$ cat src/rtl/enc_pkg.sv
// rtl/enc_pkg.sv - shared constants and state encoding for encoder_scan
package enc_pkg;
  localparam int N_IN   = 8;
  localparam int W_CODE = $clog2(N_IN);

  typedef enum logic {
    ST_IDLE = 1'b0,
    ST_EMIT = 1'b1
  } state_t;
endpackage

$ cat src/rtl/encoder_scan_bit_pick.sv
// rtl/encoder_scan_bit_pick.sv - selects the next set bit of a vector (index, one-hot mask, single-bit flag)
// Scan direction follows ENCODER_SCAN_MSB_FIRST_EN (lowest bit first when undefined).
module bit_pick
  import enc_pkg::*;
(
  input  logic [N_IN-1:0]   i_vec,
  output logic [W_CODE-1:0] o_idx,
  output logic              o_single,
  output logic [N_IN-1:0]   o_mask
);

  logic w_any;

  assign w_any = (i_vec != '0);

  // Last match in loop order wins, so iterate toward the preferred end.
  always_comb begin
    o_idx = '0;
`ifdef ENCODER_SCAN_MSB_FIRST_EN
    for (int i = 0; i < N_IN; i++) begin
      if (i_vec[i]) o_idx = W_CODE'(i);
    end
`else
    for (int i = N_IN - 1; i >= 0; i--) begin
      if (i_vec[i]) o_idx = W_CODE'(i);
    end
`endif
  end

  assign o_mask   = w_any ? (N_IN'(1) << o_idx) : '0;
  assign o_single = w_any && ((i_vec & (i_vec - N_IN'(1))) == '0);

endmodule

$ cat src/rtl/encoder_scan.sv
// rtl/encoder_scan.sv - sequential 8-to-3 encoder emitting one code per set bit of a captured vector
// Optional ENCODER_SCAN_MSB_FIRST_EN reverses the scan order (highest bit first).
module encoder_scan
  import enc_pkg::*;
(
  input  logic              clk,
  input  logic              rst_n,
  input  logic              in_valid,
  output logic              in_ready,
  input  logic [N_IN-1:0]   in_vec,
  output logic              out_valid,
  input  logic              out_ready,
  output logic [W_CODE-1:0] out_code,
  output logic              out_last,
  output logic              zero_err,
  output logic              busy
);

  state_t              r_state;
  state_t              w_state_nxt;
  logic [N_IN-1:0]     r_pending;
  logic [N_IN-1:0]     w_pending_nxt;
  logic                r_zero_err;
  logic                w_zero_err_nxt;
  logic [W_CODE-1:0]   w_idx;
  logic                w_single;
  logic [N_IN-1:0]     w_mask;

  bit_pick u_pick (
    .i_vec    (r_pending),
    .o_idx    (w_idx),
    .o_single (w_single),
    .o_mask   (w_mask)
  );

  always_ff @(posedge clk or negedge rst_n) begin
    if (!rst_n) begin
      r_state    <= ST_IDLE;
      r_pending  <= '0;
      r_zero_err <= 1'b0;
    end else begin
      r_state    <= w_state_nxt;
      r_pending  <= w_pending_nxt;
      r_zero_err <= w_zero_err_nxt;
    end
  end

  always_comb begin
    w_state_nxt    = r_state;
    w_pending_nxt  = r_pending;
    w_zero_err_nxt = 1'b0;
    case (r_state)
      ST_IDLE: begin
        if (in_valid && in_ready) begin
          if (in_vec != '0) begin
            w_pending_nxt = in_vec;
            w_state_nxt   = ST_EMIT;
          end else begin
            w_zero_err_nxt = 1'b1;
          end
        end
      end
      ST_EMIT: begin
        if (out_ready) begin
          w_pending_nxt = r_pending & ~w_mask;
          if (w_single) begin
            w_pending_nxt = '0;
            w_state_nxt   = ST_IDLE;
          end
        end
      end
      default: begin
        w_state_nxt   = ST_IDLE;
        w_pending_nxt = '0;
      end
    endcase
  end

  // Gating with rst_n keeps in_ready low for the whole reset assertion.
  assign in_ready  = rst_n && (r_state == ST_IDLE);
  assign out_valid = (r_state == ST_EMIT);
  assign busy      = (r_state == ST_EMIT);
  assign out_code  = w_idx;
  assign out_last  = out_valid && w_single;
  assign zero_err  = r_zero_err;

endmodule

$ cat config.mk
export PLATFORM = sky130hd
export DESIGN_NAME = encoder_scan
export DESIGN_NICKNAME = d
export VERILOG_FILES = /design/src/rtl/enc_pkg.sv /design/src/rtl/encoder_scan_bit_pick.sv /design/src/rtl/encoder_scan.sv
export SDC_FILE = /design/constraint.sdc
export NUM_CORES = 1
export LEC_CHECK = 0
export ABC_AREA = 1
export CAP_MARGIN = 20
export CORE_MARGIN = 2
export CORE_UTILIZATION = 52
export CTS_BUF_LIST = sky130_fd_sc_hd__clkbuf_4
export DETAILED_ROUTE_END_ITERATION = 6
export MAX_ROUTING_LAYER = met4
export PLACE_DENSITY = 0.86
export SLEW_MARGIN = 0
export SYNTH_ARGS = -nofsm -noshare
export SYNTH_HDL_FRONTEND = slang
export SYNTH_SLANG_ARGS = --single-unit
$ cat constraint.sdc
create_clock -name clk -period 2.5 [get_ports clk]
set_clock_uncertainty 0.15 [all_clocks]
set_input_delay 0.5 -clock clk [delete_from_list [all_inputs] [get_ports clk]]
set_output_delay 0.5 -clock clk [all_outputs]
set_load 0.05 [all_outputs]
# --- Yosys cells after proc, flatten, opt, wreduce, memory -nomap -nowiden ---
# Index checks and enable logic that the tools add are counted.
totals:
  input_bits: 12
  out_inout_bits: 8
  reg_bits: 10
classes:
  n_eq_ne: 3
  addsub: 1
  shifts: 1
  bitwise: 4
  reduce_logical: 8
  muxes: 22
op_table:
  columns: ["operator", "n"]
  rows:
  - ["$mux 8", 5]
  - ["$mux 3", 8]
  - ["$and 8x8->8", 2]
  - ["$pmux 8 s2", 1]
  - ["$reduce_bool 8->1", 2]
  - ["$logic_not 8->1", 1]
  - ["$not 8->8", 1]
  - ["$shl 1x3->8 const A", 1]
  - ["$sub 8x1->8 const B", 1]
  - ["$mux 1", 7]
  - ["$ne 2x2->1 const B", 3]
  - ["$logic_and 1x1->1", 4]
  - ["$reduce_and 3->1", 1]
  - ["$pmux 1 s2", 1]
  - ["$not 1->1", 1]

# --- Depth between registers and ports, before layout ---
depth:
  ltp_word: 15
  ltp_mapped: 8

# --- Modules after synthesis ---
# From an unflattened synthesis, not the netlist that was laid out.
unflattened:
  hier_cells: 141
  area_unflattened_um2: 887.1
by_module_without_submodules:
  columns: ["mod", "instances", "cells_each", "area_each_um2"]
  rows:
  - ["encoder_scan", 1, 90, 629.4]
  - ["bit_pick", 1, 51, 257.7]

# --- Worst setup path before layout ---
# OpenSTA, ideal clock, no wires.
synth_path:
  path_kind: "register -> output"
  from: "reg r_state, in the netlist busy"
  to: "out out_last"
  path_buffers: 1
  path_slack_ps: 106
  arrival_ps: 1744
  stages_incl_launch_ff: 4
  path_cell_list: "dfrtp_1 inv_1 buf_6 nor2_1"
synth_between:
  elab_chain_len: 1
synth_lines:
  columns: ["element", "line_no", "source"]
  rows:
  - ["start, declared", "encoder_scan.sv:19", "state_t r_state;"]
  - ["start signal, assigned", "encoder_scan.sv:42", "r_state <= w_state_nxt;"]
  - ["$logic_and 1x1->1", "encoder_scan.sv:84", "assign out_last = out_valid && w_single;"]
  - ["end, declared", "encoder_scan.sv:14", "output logic out_last,"]
# No other way between the ends.

# --- Worst setup path in the final report ---
layout_path:
  from: "reg r_pending[5]"
  to: "out out_last"
layout_between:
  elab_chain_len: 5
  elab_cells_between_ends: 6
layout_lines:
  columns: ["element", "line_no", "source"]
  rows:
  - ["start, declared", "encoder_scan.sv:21", "logic [N_IN-1:0] r_pending;"]
  - ["start signal, assigned", "encoder_scan.sv:43", "r_pending <= w_pending_nxt;"]
  - ["$sub 8x1->8", "encoder_scan_bit_pick.sv:31", "assign o_single = w_any && ((i_vec & (i_vec - N_IN'(1))) == '0);"]
  - ["$and 8x8->8", "encoder_scan_bit_pick.sv:31", null]
  - ["$logic_not 8->1", "encoder_scan_bit_pick.sv:31", null]
  - ["$logic_and 1x1->1 *", "encoder_scan_bit_pick.sv:31", null]
  - ["$logic_and 1x1->1 *", "encoder_scan.sv:84", null]
# Mark *: on every way between the ends. The rest lies on a longest branch, timed or not.

==> metrics.md <==
| Metric | Value |
|---|---|
| Vias in the first global route | 659 |
| Crit path top cell by count | nor2_1 |
| Most common cell after layout, fill and taps aside | nand2_1 |
| Initial antenna violation count | 0 |
| Die ar. | 1644 sq um |
| Leak Pwr | 0.4687 nW |
| Number of placed instances, taps included | 141 |
| Setup CP Type | flop to output port |
| Max Cap Violations | 0 |
| CTS tree | built |
| Rel. slew slack | 67.05% |
| Worst Setup End Kind | output port |
| First-pass GRT wire length | 2.670 mm |
| Clock Tree Root | clkbuf_4 |
| Yosys warns | 0 |
| Total power | 1.322 mW |
| DRC errors left | 0 |
| F_max | 418.1 MHz |
| Routability cong. | 0.8227 |
| Hold_ws | 0.3958 ns |
| Die Ht | 40.55 microns |
| Fin cells | 144 |
| GRT Max-Usage Layer | met2 |
| Die width | 40.55 microns |
| Final Hold Viols | 0 |
| Starting Density | 54.73% |
| ANT cells | 0 |
| Worst-path cell chain | nor2_1 > nand3_1 > nand2_1 > inv_1 > nor2_1 > nand3_1 > nor2_1 > buf_12 |
| Critical Path RT | 1.85 ns |
| All-layer global routing usage | 25.97% |
| Mapped Nets | 121 |
| IO buf count | 19 |
| Reg2reg start | busy |
| Core Area | 1269 sq um |
| R2r endpoint | r_pending[1] |
| Post-synthesis register bit count | 10 |
| Worst VDD drop | 0.001139 V |
| WL/cell | 12.12 microns |
| Synth Instances | 109 |
| Number of H-tree levels | 1 |
| Cell variety after synth | 14 |
| Largest net degree at the start of global routing | 14 |
| Vias post-DR | 765 |
| CP max stage delay | 0.46 ns |
| R2R depth | 5 |
| Switching share of total power | 55.98% |
| Sw power | 0.7401 mW |
| Setup bufs post-CTS | 0 |
| Hold Crit Class | input pin to asynchronous set/reset pin |
| Longest Clk Path Bufs | 2 |
| Power Density | 1440 nW/um^2 |
| DRT antenna net count | 0 |
| Tcrit/Tclk final | 95.66% |
| Reg power frac | 22.4% |
| Reg2Reg Setup Slack | 0.81 ns |
| Crit Path Max Fanout | 7 |
| Most frequent cells in the layout | 37 x nand2_1, 16 x nor2_1, 14 x o21ai_0, 14 x clkdlybuf4s50_1, 13 x inv_1 |
| Clock Pin Slew Worst Setup and Hold Paths | 0.07 ns |
| Status | finished, final reports clean |
| Fin Setup TNS | 0 ns |
| Share of cells above drive strength 1 | 10.85% |
| WP buf/inv | 2 |
| Logic pwr share | 68.8% |
| GR Util met3 | 5.556% |
| Clk sinks | 10 |
| Total CTS buffers | 3 |
| Initial DRC count | 29 |
| Row count | 13 |
| GR Overflow Total | 0 |
| Internal power | 0.5819 mW |
| Post-DP HPWL | 1.340 mm |
| Critical Path Slowest Stage Cell | dfrtp_1 |
| Drt via density | 5.313 |
| RSZ-0062 raised after global routing | no |
| Total Wirelength | 1.745 mm |
| GR Util met1 | 30.77% |
| Final setup viols | 0 |
| Clock insertion delay at the later pin of the skew report | 0.27 ns |
| Syn_area_per_cell | 6.371 sq um |
| Boundary Pins | 20 |
| Detailed Routing Iterations Pass 1 | 6 |
| Worst slew pin tran | 0.4927 ns |
| Nets | 143 |
| Clock power frac | 8.8% |
| Max Slew Vio Count | 0 |
| Met2 Use GR | 42.06% |
| Final critical-path required period | 2.392 ns |
| Area grow syn2layout | 32.25% |
| Crit path DAT | 1.74 ns |
| Crit path max-delay family | simple AND/OR/NAND/NOR gates |
| Syn Std Cell Area | 694.4 sq um |
| Post-layout util | 72.39% |
| Crit start category | flop |
| Register area share after synthesis | 36.04% |
[registers in the layout, summed over array words and instances (netlist names)]
| name | flops |
|---|---|
| busy | 1 |
| r_pending | 8 |
| zero_err | 1 |
[worst max-delay path by stage]
stage	slack, ns	to	depth (start not counted)	startpoint
finish	0.11	out_last	8	r_pending[5]
global route	0.03	out_last	8	r_pending[5]
CTS	0.12	out_last	8	r_pending[1]
detailed placement	0.35	r_pending[5]	8	rst_n
global placement	0.35	r_pending[0]	8	rst_n
floorplan	0.11	out_last	3	busy
[area by class of cell]
class | count | area, sq um
Inverter | 13 | 48.80
Timing Repair Buffer | 20 | 210.2
Multi-Input combinational cell | 83 | 367.9
Sequential cell | 10 | 250.2
Clock buffer | 3 | 22.52
Fill cell | 106 | 350.3
Tap cell | 15 | 18.77
[kinds of logic after synthesis]
logic type	count (synthesis)	synth area share, %
AO/OA/AOI/OAI	19	15.86
buffers and inverters	16	11.35
flip-flops	10	36.04
AND/OR/NAND/NOR	64	36.76
[Yosys cell counts]
master | count | area share (%)
nand2_1 | 37 | 20
nor2_1 | 17 | 9.2
o21ai_0 | 14 | 10
inv_1 | 13 | 7.0
dfrtp_1 | 10 | 36
nand3_1 | 7 | 5.0
a21oi_1 | 3 | 2.2
buf_6 | 2 | 3.2
buf_4 | 1 | 1.1
nand2_2 | 1 | 0.90
nor2_2 | 1 | 0.90
nor3_1 | 1 | 0.72
o21ai_2 | 1 | 1.3
o21ai_4 | 1 | 2.3
[per-layer routing]
layer	vias up	share of wire (%)
met5	-	0
met4	0	1.8
met3	5	6.5
met2	31	50
met1	349	42
li1	380	-
[metrics by stage]
step / setup WS (ns) / cell area (sq um)
2_1_floorplan: 0.1062 / 694.4
3_3_place_gp: 0.3484 / 893.4
3_5_place_dp: 0.3493 / 893.4
4_1_cts: 0.1185 / 915.9
5_1_grt: 0.03173 / 918.4
6_report: 0.1084 / 918.4
[power by group through the flow]
stage               clock (mW)  sequential (mW)  combinational (mW)
floorplan                    0            0.296               0.635
global placement             0            0.290               0.893
global route             0.119            0.304               0.985
detailed placement           0            0.294               0.903
finish                   0.116            0.295               0.910
CTS                      0.113            0.291               0.905
[repair_timing]
item	CTS	global route
endpoints found under the setup margin	0	1
hold buffers	0	0
resized for setup	0	1
Note: power is estimated with default switching activity, not from simulation.
